[src/rtl/keypad_pkg.sv]
// keypad_pkg: shared states, key map and column helpers for the keypad scanner
package keypad_pkg;

  typedef enum logic [1:0] {SCAN, DEBOUNCE, HELD, RELEASE} state_t;

  localparam logic [3:0] KEY_MAP [4][4] = '{
    '{4'h1, 4'h2, 4'h3, 4'hA},
    '{4'h4, 4'h5, 4'h6, 4'hB},
    '{4'h7, 4'h8, 4'h9, 4'hC},
    '{4'hE, 4'h0, 4'hF, 4'hD}
  };

  localparam logic [3:0] COL_RESET = 4'b1110;

  // Moves the single low bit of the column drive one position up, wrapping 3 -> 0.
  function automatic logic [3:0] col_rotate(input logic [3:0] col_n);
    return {col_n[2:0], col_n[3]};
  endfunction

  // Index of the lowest active-low bit; used for the pressed row and the driven column.
  function automatic logic [1:0] first_low(input logic [3:0] v_n);
    return !v_n[0] ? 2'd0 : !v_n[1] ? 2'd1 : !v_n[2] ? 2'd2 : 2'd3;
  endfunction

endpackage

[src/rtl/keypad_digit_scanner_if.sv]
// keypad_digit_scanner_if: keypad matrix lines plus the digit outputs feeding the display
interface keypad_digit_scanner_if;
  logic [3:0] row_n;
  logic [3:0] col_n;
  logic [3:0] digit_new;
  logic [3:0] digit_old;
  logic       key_pulse;
  logic       key_held;

  modport master (
    input  row_n,
    output col_n, digit_new, digit_old, key_pulse, key_held
  );

  modport slave (
    output row_n,
    input  col_n, digit_new, digit_old, key_pulse, key_held
  );
endinterface

[src/rtl/sync_2ff.sv]
// sync_2ff: two-stage synchroniser; resets to all-ones so idle rows read as "no key"
module sync_2ff #(
  parameter int WIDTH = 4
) (
  input  logic             clk,
  input  logic             reset,
  input  logic [WIDTH-1:0] i_d,
  output logic [WIDTH-1:0] o_q
);
  logic [WIDTH-1:0] r_s1;
  logic [WIDTH-1:0] r_s2;

  // Shift the asynchronous input through two flops before anyone looks at it.
  always_ff @(posedge clk) begin
    if (reset) begin
      r_s1 <= {WIDTH{1'b1}};
      r_s2 <= {WIDTH{1'b1}};
    end else begin
      r_s1 <= i_d;
      r_s2 <= r_s1;
    end
  end

  assign o_q = r_s2;
endmodule

[src/rtl/keypad_digit_scanner.sv]
// keypad_digit_scanner: scans a 4x4 keypad, debounces press/release, keeps the last two hex codes
module keypad_digit_scanner
  import keypad_pkg::*;
#(
  parameter logic [23:0] SCAN_DIV        = 24'd60000,
  parameter logic [23:0] DEBOUNCE_CYCLES = 24'd1200000
) (
  input  logic                          clk,
  input  logic                          reset,
  keypad_digit_scanner_if.master        bus
);
  state_t      r_state, w_state_nx;
  logic [3:0]  r_col_n, w_col_n_nx;
  logic [23:0] r_dwell, w_dwell_nx;
  logic [23:0] r_db, w_db_nx;
  logic [1:0]  r_row, w_row_nx;
  logic [1:0]  r_col, w_col_nx;
  logic [3:0]  r_digit_new, w_digit_new_nx;
  logic [3:0]  r_digit_old, w_digit_old_nx;
  logic        r_pulse, w_pulse_nx;
  logic [3:0]  w_rs;
  logic        w_row_low;
  logic        w_any_low;
  logic        w_dwell_end;
  logic        w_db_end;

  sync_2ff #(.WIDTH(4)) u_sync (
    .clk   (clk),
    .reset (reset),
    .i_d   (bus.row_n),
    .o_q   (w_rs)
  );

  assign w_row_low   = !w_rs[r_row];
  assign w_any_low   = !(&w_rs);
  assign w_dwell_end = r_dwell == SCAN_DIV - 24'd1;
  assign w_db_end    = r_db == DEBOUNCE_CYCLES - 24'd1;

  // Next-state logic: every exit back to SCAN advances the column and restarts the dwell.
  always_comb begin
    w_state_nx     = r_state;
    w_col_n_nx     = r_col_n;
    w_dwell_nx     = r_dwell;
    w_db_nx        = r_db;
    w_row_nx       = r_row;
    w_col_nx       = r_col;
    w_digit_new_nx = r_digit_new;
    w_digit_old_nx = r_digit_old;
    w_pulse_nx     = 1'b0;
    case (r_state)
      SCAN: begin
        if (!w_dwell_end) begin
          w_dwell_nx = r_dwell + 24'd1;
        end else if (w_any_low) begin
          w_state_nx = DEBOUNCE;
          w_row_nx   = first_low(w_rs);
          w_col_nx   = first_low(r_col_n);
          w_db_nx    = '0;
          w_dwell_nx = '0;
        end else begin
          w_col_n_nx = col_rotate(r_col_n);
          w_dwell_nx = '0;
        end
      end
      DEBOUNCE: begin
        if (!w_row_low) begin
          w_state_nx = SCAN;
          w_col_n_nx = col_rotate(r_col_n);
          w_dwell_nx = '0;
        end else if (w_db_end) begin
          w_state_nx     = HELD;
          w_digit_old_nx = r_digit_new;
          w_digit_new_nx = KEY_MAP[r_row][r_col];
          w_pulse_nx     = 1'b1;
        end else begin
          w_db_nx = r_db + 24'd1;
        end
      end
      HELD: begin
        if (!w_row_low) begin
          w_state_nx = RELEASE;
          w_db_nx    = '0;
        end
      end
      default: begin
        if (w_row_low) begin
          w_state_nx = HELD;
        end else if (w_db_end) begin
          w_state_nx = SCAN;
          w_col_n_nx = col_rotate(r_col_n);
          w_dwell_nx = '0;
        end else begin
          w_db_nx = r_db + 24'd1;
        end
      end
    endcase
  end

  // State and datapath registers; reset discards any press in progress.
  always_ff @(posedge clk) begin
    if (reset) begin
      r_state     <= SCAN;
      r_col_n     <= COL_RESET;
      r_dwell     <= '0;
      r_db        <= '0;
      r_row       <= '0;
      r_col       <= '0;
      r_digit_new <= '0;
      r_digit_old <= '0;
      r_pulse     <= 1'b0;
    end else begin
      r_state     <= w_state_nx;
      r_col_n     <= w_col_n_nx;
      r_dwell     <= w_dwell_nx;
      r_db        <= w_db_nx;
      r_row       <= w_row_nx;
      r_col       <= w_col_nx;
      r_digit_new <= w_digit_new_nx;
      r_digit_old <= w_digit_old_nx;
      r_pulse     <= w_pulse_nx;
    end
  end

  assign bus.col_n     = r_col_n;
  assign bus.digit_new = r_digit_new;
  assign bus.digit_old = r_digit_old;
  assign bus.key_pulse = r_pulse;
  assign bus.key_held  = (r_state == HELD) || (r_state == RELEASE);
endmodule

[src/flat_wrapper.sv]
// flat-port wrapper written by rule: the top's interface ports become plain ports
module keypad_digit_scanner_flat import keypad_pkg::*;
#(
  parameter logic [23:0] SCAN_DIV        = 24'd60000,
  parameter logic [23:0] DEBOUNCE_CYCLES = 24'd1200000
)
  (clk, reset, bus_row_n, bus_col_n, bus_digit_new, bus_digit_old, bus_key_pulse, bus_key_held);
  keypad_digit_scanner_if bus_i ();
  input  logic clk;
  input  logic reset;
  input wire logic [$bits(bus_i.row_n)-1:0] bus_row_n;
  output wire logic [$bits(bus_i.col_n)-1:0] bus_col_n;
  output wire logic [$bits(bus_i.digit_new)-1:0] bus_digit_new;
  output wire logic [$bits(bus_i.digit_old)-1:0] bus_digit_old;
  output wire logic [$bits(bus_i.key_pulse)-1:0] bus_key_pulse;
  output wire logic [$bits(bus_i.key_held)-1:0] bus_key_held;
  assign bus_i.row_n = bus_row_n;
  assign bus_col_n = bus_i.col_n;
  assign bus_digit_new = bus_i.digit_new;
  assign bus_digit_old = bus_i.digit_old;
  assign bus_key_pulse = bus_i.key_pulse;
  assign bus_key_held = bus_i.key_held;
  keypad_digit_scanner #(.SCAN_DIV(SCAN_DIV), .DEBOUNCE_CYCLES(DEBOUNCE_CYCLES)) u_core (.clk(clk), .reset(reset), .bus(bus_i));
endmodule
[config.mk]
export PLATFORM = sky130hd
export DESIGN_NAME = keypad_digit_scanner_flat
export DESIGN_NICKNAME = d
export VERILOG_FILES = /design/src/rtl/keypad_pkg.sv /design/src/rtl/keypad_digit_scanner_if.sv /design/src/rtl/sync_2ff.sv /design/src/rtl/keypad_digit_scanner.sv /design/src/flat_wrapper.sv
export SDC_FILE = /design/constraint.sdc
export NUM_CORES = 1
export LEC_CHECK = 0
export BUFFER_PORTS_ARGS = -buffer_cell sky130_fd_sc_hd__clkbuf_2
export CAP_MARGIN = 40
export CORE_UTILIZATION = 31
export CTS_BUF_LIST = sky130_fd_sc_hd__clkbuf_4 sky130_fd_sc_hd__clkbuf_8
export DETAILED_ROUTE_END_ITERATION = 12
export PLACE_DENSITY = 0.48
export RECOVER_POWER = 25
export SLEW_MARGIN = 20
export SYNTH_ARGS = -nofsm -noshare
export SYNTH_HDL_FRONTEND = slang
export SYNTH_SLANG_ARGS = --single-unit
[constraint.sdc]
create_clock -name clk -period 2.4 [get_ports clk]
set_input_delay 0.12 -clock clk [delete_from_list [all_inputs] [get_ports clk]]
set_output_delay 0.12 -clock clk [all_outputs]
set_load 0.005 [all_outputs]
# Yosys cells after proc, flatten, opt, wreduce, memory -nomap -nowiden
# Index checks and enable logic that the tools add are counted.
op_classes:
  add_sub_neg: 2
  bitwise_logic: 6
  n_eq_ne: 13
  n_mux: 40
  n_reduce_logical: 13
  order_cmp: 3
ops:
  columns: ["op", "n"]
  rows:
  - ["$mux W24", 9]
  - ["$pmux W24 S3", 2]
  - ["$add A24 B1 Y24 const B", 2]
  - ["$bmux W16 S2", 1]
  - ["$mux W16", 2]
  - ["$mux W4", 7]
  - ["$eq A24 B16 Y1 const B", 1]
  - ["$eq A24 B21 Y1 const B", 1]
  - ["$mux W2", 11]
  - ["$pmux W4 S3", 1]
  - ["$reduce_and A5 Y1", 2]
  - ["$bmux W4 S2", 1]
  - ["$ne A2 B1 Y1 const B", 4]
  - ["$reduce_and A4 Y1", 2]
  - ["$ge A3 B3 Y1 const B", 2]
  - ["$not A2 Y3", 2]
  - ["$pmux W2 S3", 1]
  - ["$reduce_and A3 Y1", 2]
  - ["$reduce_and A6 Y1", 1]
  - ["$reduce_bool A3 Y1", 2]
  - ["$ne A5 B4 Y1 const B", 1]
  - ["$eq A2 B2 Y1 const B", 2]
  - ["$mux W1", 4]
  - ["$ne A2 B2 Y1 const B", 2]
  - ["other kinds (9)", 12]
word_totals:
  elab_cells: 88
  regBits: 75

# Logic depth before layout (Yosys ltp)
# Gate-level depths: netlist (run 1).
logic_depth:
  depth_word: 7
  ltp_mapped: 9
  ltp_nobuf: 7

# Cells and area by module
# From an unflattened synthesis (run 1), not the netlist that was laid out.
unflattened:
  hier_cells: 442
  hier_area_um2: 3663.5
by_module_without_submodules:
  columns: ["module", "instances", "seq_area_each_um2", "cells_each", "area_each_um2"]
  rows:
  - ["keypad_digit_scanner", 1, 1341.3, 426, 3453.3]
  - ["sync_2ff", 1, 160.2, 16, 210.2]

# Worst setup path after synthesis (run 1)
# Ideal clock, no wire load.
synth_path:
  path_kind: "reg-to-reg"
  startpoint: "reg u_core.r_db[13]"
  endpoint: "reg u_core.r_dwell[17]"
  synth_period_minus_slack_ns: 2.371
  stages_incl_launch_ff: 9
  setup_time_ns: 0.116
  path_slack_ns: 0.029
  t_arrival_ns: 2.255
  required_time_ns: 2.284
  cell_sequence: "dfxtp_1 buf_6 or4b_1 or4_4 o21a_4 buf_6 nor4_2 xnor2_1 nor2_2"
synth_between:
  elab_chain_len: 3
synth_lines:
  columns: ["element", "line", "text"]
  rows:
  - ["from (decl)", "keypad_digit_scanner.sv:15", "logic [23:0] r_db, w_db_nx;"]
  - ["from (signal assigned)", "keypad_digit_scanner.sv:115", "r_db <= w_db_nx;"]
  - ["$eq A24 B21 Y1", "keypad_digit_scanner.sv:37", "assign w_db_end = r_db == DEBOUNCE_CYCLES - 24'd1;"]
  - ["$reduce_bool A3 Y1 (no source line)", null, null]
  - ["$reduce_and A4 Y1 (no source line)", null, null]
  - ["to (signal assigned)", "keypad_digit_scanner.sv:114", "r_dwell <= w_dwell_nx;"]
  - ["to (decl)", "keypad_digit_scanner.sv:14", "logic [23:0] r_dwell, w_dwell_nx;"]
# No other way between the ends.
# A chain may end at the register's enable or synchronous reset.

# Final worst setup path (run 1)
layout_path:
  startpoint: "reg u_core.r_db[18]"
  endpoint: "reg u_core.r_col_n[3], in the netlist u_core.bus.col_n[3]"
layout_between:
  elab_chain_len: 3
layout_lines:
  columns: ["element", "line", "text"]
  rows:
  - ["$eq A24 B21 Y1", "keypad_digit_scanner.sv:37", null]
  - ["$reduce_bool A3 Y1 (no source line)", null, null]
  - ["$reduce_and A6 Y1 (no source line)", null, null]
  - ["to (signal assigned)", "keypad_digit_scanner.sv:113", "r_col_n <= w_col_n_nx;"]
  - ["to (decl)", "keypad_digit_scanner.sv:13", "logic [3:0] r_col_n, w_col_n_nx;"]
# No other way between the ends.

==> results by group, run 1 <==
Critical path
  – Kind of critical path: flip-flop to flip-flop
  – Slowest cell on crit path: or4_4
  – Crit path from: u_core.r_db[18]
  – Reg2Reg Launch Point: u_core.r_db[18]
  – Crit-path cells: or4b_4 > or4_4 > o21a_4 > nor4_4 > buf_4 > nor3_2 > a21oi_1
  – Critical path required time: 2.69 ns
  – Slowest stage delay, CP: 0.56 ns
  – WP data arrival: 2.71 ns
  – Crit-path max FO: 7
  – Critical path endpoint category: flip-flop
  – Startpoint Class: flip-flop

Layout
  – Fraction of layout cells with a size suffix above 1: 27.41%
  – Multi-input gate area: 2257 µm²
  – Area growth, synth to finish: 26.58%
  – Ant. Diodes: 0
  – Flip-flop and latch area: 1503 µm²
  – Nets: 522
  – FILL cells: 1,175
  – Post-route core utilization: 41.05%

Yosys
  – Flops & latches, synth: 75
  – Fraction of registers with async set/reset: 0%
  – Main flop type after synthesis: dfxtp_1
  – Syn_nets: 450
  – Syn Inst Count: 442
  – Synthesis Warnings: 0
  – Syn_area_per_cell: 8.521 µm²
  – Post-synth EDFFs: 0
  – Sequential share of the synthesized area: 39.87%
  – Synth Cell Area: 3766 µm²
  – Post-synth cell types: 56

Clock network
  – CTS Buffer Depth: 2
  – CTS tree: done
  – H-tree depth: 3
  – TritonCTS Buffers: 9
  – CTS clk-pin slew, worst paths: 0.08 ns
  – CTS root buffer: clkbuf_8
  – Skew-Pair Late Insertion Delay: 0.36 ns
  – Clock tree sinks: 75

STA
  – Slew Limit Fails: 0
  – Rel. slew slack: 45.82%
  – Final setup margin: -0.02448 ns
  – Max Freq: 412.5 MHz
  – Unrepaired setup endpoints after global routing: true
  – Setup TNS: -0.1057 ns
  – # setup viols final: 7
  – Min Tclk post-route: 2.424 ns
  – Final hold vios: 0
  – Tcrit/Tclk final: 101.0%
  – Least-Margin Pin Slew: 0.8126 ns
  – Worst hold slack: 0.3575 ns
  – Setup Skew: 0.01451 ns

Die
  – Core box area: 11,610 µm²
  – I/O Pins: 20
  – Full die area: 12,590 µm²
  – Die width: 112.2 µm
  – Placement Rows: 39
  – Die height: 112.2 µm
  – Initial Util: 32.43%

Power and ir drop
  – Maximum vdd drop: 0.2744 mV
  – P_leak: 1.563 nW
  – Power Dens Cells: 488.8 nW/µm²

Routing
  – DRT Wirelength: 9786 µm
  – DRC: 1
  – Drt via density: 5.174
  – DR vias: 3,420
  – ANT nets after route: 0
  – Wire per inst: 14.80 µm
  – Drt pass-1 iters: 9
  – Drt initial violations: 164

Global routing
  – GR Util All Layers: 16.20%
  – First-pass GRT wire length: 16,130 µm
  – Met1 Resource Use GR: 21.39%
  – Initial antenna violation count: 0
  – GRT Residual Overflow: 0
  – Vias in the first global route: 3,237
  – Met2 usage: 25.67%
  – Busiest grt layer: met2
  – Met3 GRT Util: 3.996%
  – Largest net degree at the start of global routing: 28

Run
  – Maximum Capacitance Violations: 0

Placed design
  – RD Place Congestion: 0.8005
  – Port bufs: 19
  – Worst slack, placed: -0.08385 ns
  – DPL Wire Length: 6588 µm

Status
  – Status: finished with violations
  – Failing checks: DRC, setup timing

Hold path
  – Hold_sp: reset
  – Worst Hold Class: input port to flip-flop
## metal layers
layer  wire [µm]  vias up  part of all wire [%]
met3         225       10                   2.3
li1            -     1737                     -
met4         125        0                   1.3
met2        4549       39                    46
met1        4885     1634                    50
met5           0        -                     0
## stage by stage
stage | cells | power, W | cell area (µm²)
finish | 661 | 0.002330 | 4767
global route | 661 | 0.002424 | 4767
CTS | 658 | 0.002368 | 4661
detailed placement | 636 | 0.001360 | 4337
global placement | 636 | 0.001359 | 4337
floorplan | 442 | 0.001332 | 3766
## power by group
| group | internal, W | total (W) | switching (W) |
|---|---|---|---|
| clock network | 0.000515 | 0.000994 | 0.000479 |
| registers | 0.00125 | 0.00126 | 0.00000616 |
| logic | 0.0000326 | 0.0000759 | 0.0000433 |
## area by class of cell
class,instances,area share [%]
clock buffers,11,3.045
clock inverters,4,1.076
inverters,6,0.4724
multi-input cells,339,47.35
flip-flops and latches,75,31.52
well taps,143,3.753
repair buffers,83,12.78
## Yosys cell counts, types with 5 or more instances
cell type  count  area (µm²)
a21oi_1       19       95.09
nor3_1        18       90.09
a311oi_1      10       87.58
nand2_1       40       150.1
inv_1          6       22.52
or2_2          8       50.05
and3_1         5       31.28
o21ai_0       16       80.08
dfxtp_1       75        1501
a211oi_1       6       45.04
nand4_1       16       100.1
nor2_1        66       247.7
xnor2_1       23       201.4
and4_1         7       61.31
buf_2          6       30.03
nor4_1         5       31.28
mux2_2         6       67.56
nand3_1       20       100.1
mux2i_1        9       90.09
clkbuf_1      13       48.80
## what timing repair did
action                     4_1_cts  5_1_grt
hold endpoints to repair         4        0
buffers inserted                 2        2
setup endpoints to repair       23       55
gates cloned                     1        1
hold buffers                     4        0
pin swaps                       11       10
gates resized for setup         11       19
## cell families (layout without fill, tap and decap cells)
group                      count (synthesis)  after routing  share of synthesized area (%)
DFF                                       75             75                          39.87
adders and majority gates                  2              2                         0.6643
buffers and inverters                     29            104                          3.688
AOI/OAI and AO/OA                         73             74                          13.12
muxes                                     16             16                          4.784
xor gates and xnor gates                  26             26                          6.047
and+or+nand+nor                          221            221                          31.83
## worst paths after layout
kind | slack [ns] | to | depth (start not counted)
max reg2reg | -0.02 | u_core.bus.col_n[3] | 7
min reg2reg | 0.41 | u_core.u_sync.o_q[2] | 1
min | 0.36 | flip-flop | 2
max | -0.02 | u_core.bus.col_n[3] | 7
## placed cells by master, fill, tap and decap left out, types with 5 or more instances in the layout
cell type,instances
a211oi_1,6
a21oi_1,17
a311oi_1,9
and3_1,5
and4_1,7
buf_4,55
clkbuf_2,16
clkbuf_8,10
dfxtp_1,74
inv_1,6
mux2_2,6
mux2i_1,9
nand2_1,40
nand3_1,19
nand4_1,16
nor2_1,65
nor3_1,11
nor3_2,6
nor4_4,5
o21ai_0,16
or2_2,8
xnor2_1,23
## flip-flops by register name, summed over array words and instances (netlist names), named ones only
name,flops
u_core.bus.digit_new,4
u_core.bus.col_n,4
u_core.bus.key_pulse,1
u_core.r_dwell,24
u_core.r_state,1
u_core.r_db,24
u_core.r_row,2
u_core.r_col,2
u_core.bus.digit_old,4
u_core.u_sync.o_q,4
u_core.u_sync.r_s1,4
## critical path, delay by kind of cell (launching register included)
kind	cells	cell delay, ns
buffers and inverters	1	0.20
flip-flops	1	0.33
AO/OA/AOI/OAI	2	0.43
AND/OR/NAND/NOR	4	1.39
(Power assumes the default switching activity.)
==> run 2, diff against run 1 <==
Settings changed: CTS_CLUSTER_SIZE set to 10, SKIP_CTS_REPAIR_TIMING set to 1.
==> run 2 against run 1 <==
First-iteration DRC count rose by 13%; the flow still finishes with violations (DRC, setup timing); clock power rose by 0.4%; sequential cell count did not move; largest power group unchanged; core utilization rose by 0.18 points.
==> results by group, run 2 (same netlist as run 1, synthesis figures left out) <==
STA
  – Rel. slew slack: 43.92% (-1.9 points)
  – Least-Margin Pin Slew: 0.8413 ns (+0.02861 ns)
  – Min Tclk post-route: 2.430 ns (+0.005891 ns)
  – Worst hold slack: 0.3673 ns (+0.009844 ns)
  – Unrepaired setup endpoints after global routing: true
  – Tcrit/Tclk final: 101.3% (+0.25 points)
  – Max Freq: 411.5 MHz (-0.24%)
  – Slew Limit Fails: 0 (unchanged)
  – # setup viols final: 5 (-2)
  – Setup Skew: 0.01342 ns (-0.001085 ns)
  – Final setup margin: -0.03038 ns (-0.005891 ns)
  – Setup TNS: -0.08513 ns (+0.02059 ns)
  – Final hold vios: 0 (unchanged)

Layout
  – Post-route core utilization: 41.23% (+0.18 points)
  – Commonest cells after routing, fill and taps aside: dfxtp_1 (73), nor2_1 (64), buf_4 (59)
  – Fraction of layout cells with a size suffix above 1: 28.46% (+1.0 points)
  – Nets: 524 (+0.38%)
  – Ant. Diodes: 0 (unchanged)
  – Largest registers: u_core.r_db x24, u_core.r_dwell x24
  – Area growth, synth to finish: 27.14%
  – Commonest non-fill, non-tap cell in the layout: dfxtp_1

Clock network
  – CTS tree: done
  – CTS clk-pin slew, worst paths: 0.08 ns (about the same)
  – CTS Buffer Depth: 2 (unchanged)
  – H-tree depth: 3 (unchanged)
  – TritonCTS Buffers: 9 (unchanged)
  – Clock tree sinks: 75 (unchanged)
  – Skew-Pair Late Insertion Delay: 0.36 ns (about the same)
  – CTS root buffer: clkbuf_8

Die
  – Initial Util: 32.43% (unchanged)
  – Full die area: 12,590 µm² (unchanged)
  – Core box area: 11,610 µm² (unchanged)
  – Placement Rows: 39 (unchanged)
  – Die width: 112.2 µm (unchanged)
  – Die height: 112.2 µm (unchanged)
  – I/O Pins: 20 (unchanged)

Power and ir drop
  – Total power: 0.002338 W (+0.37%)
  – Maximum vdd drop: 0.2858 mV (+4.2%)
  – P_leak: 1.588 nW (+1.6%)
  – Power Dens Cells: 488.4 nW/µm² (about the same)

Global routing
  – Vias in the first global route: 3,169 (-2.1%)
  – GRT Residual Overflow: 0 (unchanged)
  – Largest net degree at the start of global routing: 28 (unchanged)
  – GR Util All Layers: 15.67% (-0.53 points)
  – First-pass GRT wire length: 15,600 µm (-3.3%)
  – Initial antenna violation count: 0 (unchanged)

Run
  – Maximum Capacitance Violations: 0 (unchanged)

Critical path
  – Critical path required time: 2.65 ns (-0.04 ns)
  – Kind of critical path: flip-flop to flip-flop
  – Crit-path max FO: 7 (unchanged)
  – WP data arrival: 2.68 ns (-0.03 ns)
  – Startpoint Class: flip-flop
  – Critical path endpoint category: flip-flop
  – Worst r2r dst: u_core.r_dwell[8]
  – Reg2Reg Setup Slack: -0.03 ns (about the same)
  – Reg2Reg Launch Point: u_core.r_db[13]
  – FF-to-FF path depth: 7 (unchanged)

Placed design
  – DPL Wire Length: 6588 µm (unchanged)
  – Port bufs: 19 (unchanged)
  – Worst slack, placed: -0.08385 ns (unchanged)
  – RD Place Congestion: 0.8005 (unchanged)

Routing
  – Max Used Layer: met4
  – ANT nets after route: 0 (unchanged)
  – Routed wl met3: 287 µm (+28%)
  – DR vias: 3,408 (-0.35%)
  – Drt initial violations: 186 (+13%)
  – Wire per inst: 14.59 µm (-1.5%)
  – Met2 routed wirelength: 4412 µm (-3.0%)
  – DRC: 1 (unchanged)
  – Drt via density: 5.140 (-0.65%)
  – Wire length on met1: 4789 µm (-2.0%)
  – Drt pass-1 iters: 8 (-1)
  – DRT Wirelength: 9670 µm (-1.2%)

Status
  – Failing checks: DRC, setup timing
  – Status: finished with violations

Hold path
  – Hold_sp: reset
  – Hold depth: 2 (unchanged)
  – Worst Hold Class: input port to flip-flop
run 2: cell types whose count changed in the layout (fill, tap and decap cells not counted), sizes merged:
cell,change
buf,+2
run 2: critical path, cell delays in order, from the launching register on:
cell     delay, ns
dfxtp_2       0.33
or4b_4        0.52
or4_4         0.55
o21a_4        0.28
buf_4         0.18
nor4_4        0.26
xnor2_1       0.14
nor2_1        0.05
run 2: worst max path at each step:
stage	from	to	slack (ns)	cells after the start
2_1_floorplan	u_core.r_db[13]	u_core.r_dwell[17]	0.03	8
3_3_place_gp	u_core.r_db[20]	u_core.r_dwell[19]	-0.06	7
3_5_place_dp	u_core.r_db[20]	u_core.r_dwell[13]	-0.08	6
4_1_cts	u_core.r_db[20]	u_core.r_dwell[13]	-0.11	6
5_1_grt	u_core.r_db[13]	u_core.bus.digit_old[1]	-0.11	7
6_report	u_core.r_db[13]	u_core.r_dwell[8]	-0.03	7
run 2: metal layers:
metal | track usage [%] | up-vias
met1 | 20.68 | 1605
li1 | - | 1742
met3 | 3.996 | 15
met5 | 0 | -
met2 | 24.64 | 46
met4 | 5.867 | 0
run 2: through the flow:
step	area (µm²)	std cells
floorplan	3766	442
global placement	4337	636
detailed placement	4337	636
CTS	4533	651
global route	4788	663
finish	4788	663
run 2: cell type report:
class | instances | area [µm²]
Timing Repair Buffer | 85 | 616.8
Clock inverter | 4 | 51.30
Sequential cell | 75 | 1504
Clock buffer | 11 | 145.1
Multi-Input combinational cell | 339 | 2270
Fill cell | 1169 | 6825
Inverter | 6 | 22.52
Tap cell | 143 | 178.9
run 2: report_power, final:
group          switching (W)  internal, W
sequential        0.00000626      0.00125
combinational      0.0000446    0.0000359
clock               0.000483     0.000515
==> run 3, diff against run 2 <==
Settings changed: CAP_MARGIN 40 to 30, PLACE_DENSITY 0.48 to not set.
==> run 3 against run 2 <==
The run ends with DRC left; worst setup slack better by 0.033 ns; core utilization down 0.70 points; count of clock-buffer cells in the layout down 1; register-to-register slack better by 0.03 ns; non-clock buffer count down 6; global-route usage down 0.67 points; fmax up 1.4%; critical path type unchanged.
==> results by group, run 3 (same netlist as run 1, synthesis figures left out) <==
Status
  – Status: finished with violations
  – Failing checks: DRC

Routing
  – Drt pass-1 iters: 9 (+1)
  – Drt initial violations: 153 (-18%)
  – DR vias: 3,437 (+0.85%)
  – DRC: 4 (+3)
  – Wire per inst: 13.83 µm (-5.2%)
  – DRT Wirelength: 9086 µm (-6.0%)
  – Drt via density: 5.231 (+1.8%)
  – ANT nets after route: 0 (unchanged)

STA
  – Slew Limit Fails: 0 (unchanged)
  – Rel. slew slack: 65.45% (+22 points)
  – Least-Margin Pin Slew: 0.5182 ns (-0.3231 ns)
  – Setup Skew: 0.005307 ns (-0.008117 ns)
  – Max Freq: 417.1 MHz (+1.4%)
  – Final hold vios: 0 (unchanged)
  – # setup viols final: 0 (-5)
  – Unrepaired setup endpoints after global routing: true
  – Tcrit/Tclk final: 99.91% (-1.4 points)
  – Worst hold slack: 0.2623 ns (-0.1051 ns)
  – Final setup margin: 0.002258 ns (+0.03263 ns)
  – Min Tclk post-route: 2.398 ns (-0.03263 ns)

Global routing
  – Vias in the first global route: 3,219 (+1.6%)
  – Met2 usage: 24.80% (+0.17 points)
  – Busiest grt layer: met2
  – Met3 GRT Util: 3.456% (-0.54 points)
  – Met1 Resource Use GR: 18.93% (-1.8 points)
  – First-pass GRT wire length: 15,190 µm (-2.7%)
  – GR Util All Layers: 15.00% (-0.67 points)
  – Initial antenna violation count: 0 (unchanged)
  – GRT Residual Overflow: 0 (unchanged)
  – Largest net degree at the start of global routing: 28 (unchanged)

Power and ir drop
  – Maximum vdd drop: 0.3415 mV (+19%)
  – Switching Share: 22.60% (-0.22 points)
  – Clock share of power: 42.1% (-0.6 points)
  – Sequential Power Share: 54.6% (+0.7 points)
  – Internal power: 0.001784 W (-1.1%)
  – P_leak: 1.557 nW (-2.0%)
  – Comb pwr share: 3.2% (-0.2 points)
  – Switch Pwr: 0.0005210 W (-2.4%)
  – Total power: 0.002305 W (-1.4%)
  – Power Dens Cells: 489.7 nW/µm² (+0.28%)

Critical path
  – Crit-path max FO: 6 (-1)
  – WP data arrival: 2.65 ns (-0.03 ns)
  – Critical path required time: 2.65 ns (about the same)
  – Worst r2r dst: u_core.r_dwell[13]
  – Critical path endpoint category: flip-flop
  – Reg2Reg Setup Slack: 0.002 ns (+0.03 ns)
  – Startpoint Class: flip-flop
  – Reg2Reg Launch Point: u_core.r_db[13]
  – FF-to-FF path depth: 6 (-1)
  – Kind of critical path: flip-flop to flip-flop

Clock network
  – CTS Buffer Depth: 2 (unchanged)
  – CTS clk-pin slew, worst paths: 0.08 ns (about the same)
  – H-tree depth: 3 (unchanged)
  – CTS tree: done
  – Skew-Pair Late Insertion Delay: 0.36 ns (about the same)
  – TritonCTS Buffers: 9 (unchanged)
  – CTS root buffer: clkbuf_8
  – Clock tree sinks: 75 (unchanged)

Layout
  – Commonest cells after routing, fill and taps aside: dfxtp_1 (72), nor2_1 (65), buf_4 (51)
  – Fraction of layout cells with a size suffix above 1: 26.46% (-2.0 points)
  – Commonest non-fill, non-tap cell in the layout: dfxtp_1
  – Largest registers: u_core.r_db x24, u_core.r_dwell x24
  – Nets: 517 (-1.3%)
  – Area growth, synth to finish: 24.98%
  – FILL cells: 1,154 (-1.3%)
  – Post-layout instance area: 4707 µm² (-1.7%)
  – Post-route core utilization: 40.53% (-0.70 points)
  – Ant. Diodes: 0 (unchanged)

Die
  – Die height: 112.2 µm (unchanged)
  – I/O Pins: 20 (unchanged)
  – Die width: 112.2 µm (unchanged)
  – Core box area: 11,610 µm² (unchanged)
  – Full die area: 12,590 µm² (unchanged)
  – Initial Util: 32.43% (unchanged)
  – Placement Rows: 39 (unchanged)

Hold path
  – Worst Hold Class: input port to flip-flop
  – Hold depth: 2 (unchanged)
  – Hold_sp: reset
  – Hold EP: u_core.r_col[0]

Placed design
  – Worst slack, placed: -0.06428 ns (+0.01957 ns)
  – Port bufs: 19 (unchanged)
  – DP Area: 4347 µm² (+0.23%)
  – RD Place Congestion: 0.7643 (-4.5%)
  – DPL Wire Length: 6284 µm (-4.6%)

Run
  – Maximum Capacitance Violations: 0 (unchanged)
[run 3: changes by cell type in the layout (fill, tap and decap cells not counted), moves of 3 or more]
| cell | change |
|---|---|
| buf_4 | -8 |
| clkbuf_1 | -3 |
| clkbuf_2 | +3 |
| clkinv_2 | +4 |
| nor3_1 | +4 |
[run 3: how the worst max path moves through the flow]
stage,endpoint,startpoint,cells after the start
after floorplan,u_core.r_dwell[17],u_core.r_db[13],8
after global placement,u_core.r_dwell[22],u_core.r_db[13],7
after detailed placement,u_core.r_dwell[17],u_core.r_db[13],7
after CTS,u_core.r_dwell[17],u_core.r_db[13],7
after global routing,u_core.bus.col_n[3],u_core.r_db[16],7
final,u_core.r_dwell[13],u_core.r_db[13],6
[run 3: critical path, stage by stage, from the launching register on]
cell and delay, ns:
dfxtp_4 0.36, or4b_4 0.53, or4_4 0.47, o21a_4 0.28
nor4_1 0.28, o22ai_1 0.10, mux2_2 0.27
[run 3: cell type report]
class / instances / area (µm²) / share of cell area [%]
inverters: 6 / 22.52 / 0.4785
clock inverters: 6 / 55.05 / 1.170
multi-input cells: 338 / 2213 / 47.02
well taps: 143 / 178.9 / 3.801
clock buffers: 10 / 137.6 / 2.924
repair buffers: 79 / 591.8 / 12.57
flip-flops and latches: 75 / 1508 / 32.03
[run 3: power by group through the flow]
stage	Combinational [W]	Clock [W]	Sequential (W)
3_3_place_gp	0.0000662	0	0.00129
5_1_grt	0.0000823	0.00105	0.00126
2_1_floorplan	0.0000431	0	0.00129
6_report	0.0000747	0.000971	0.00126
4_1_cts	0.0000682	0.00100	0.00126
3_5_place_dp	0.0000678	0	0.00129
[run 3: metal layers]
| layer | vias up | part of all wire (%) |
|---|---|---|
| met5 | - | 0 |
| met1 | 1643 | 47 |
| met2 | 56 | 48 |
| met4 | 0 | 1.8 |
| li1 | 1724 | - |
| met3 | 14 | 3.3 |
[run 3: metrics by stage]
step	cells	TNS, ns
after floorplan	442	0
after global placement	634	-0.1311
after detailed placement	634	-0.5075
after CTS	650	-1.001
after global routing	657	-0.6850
final	657	0
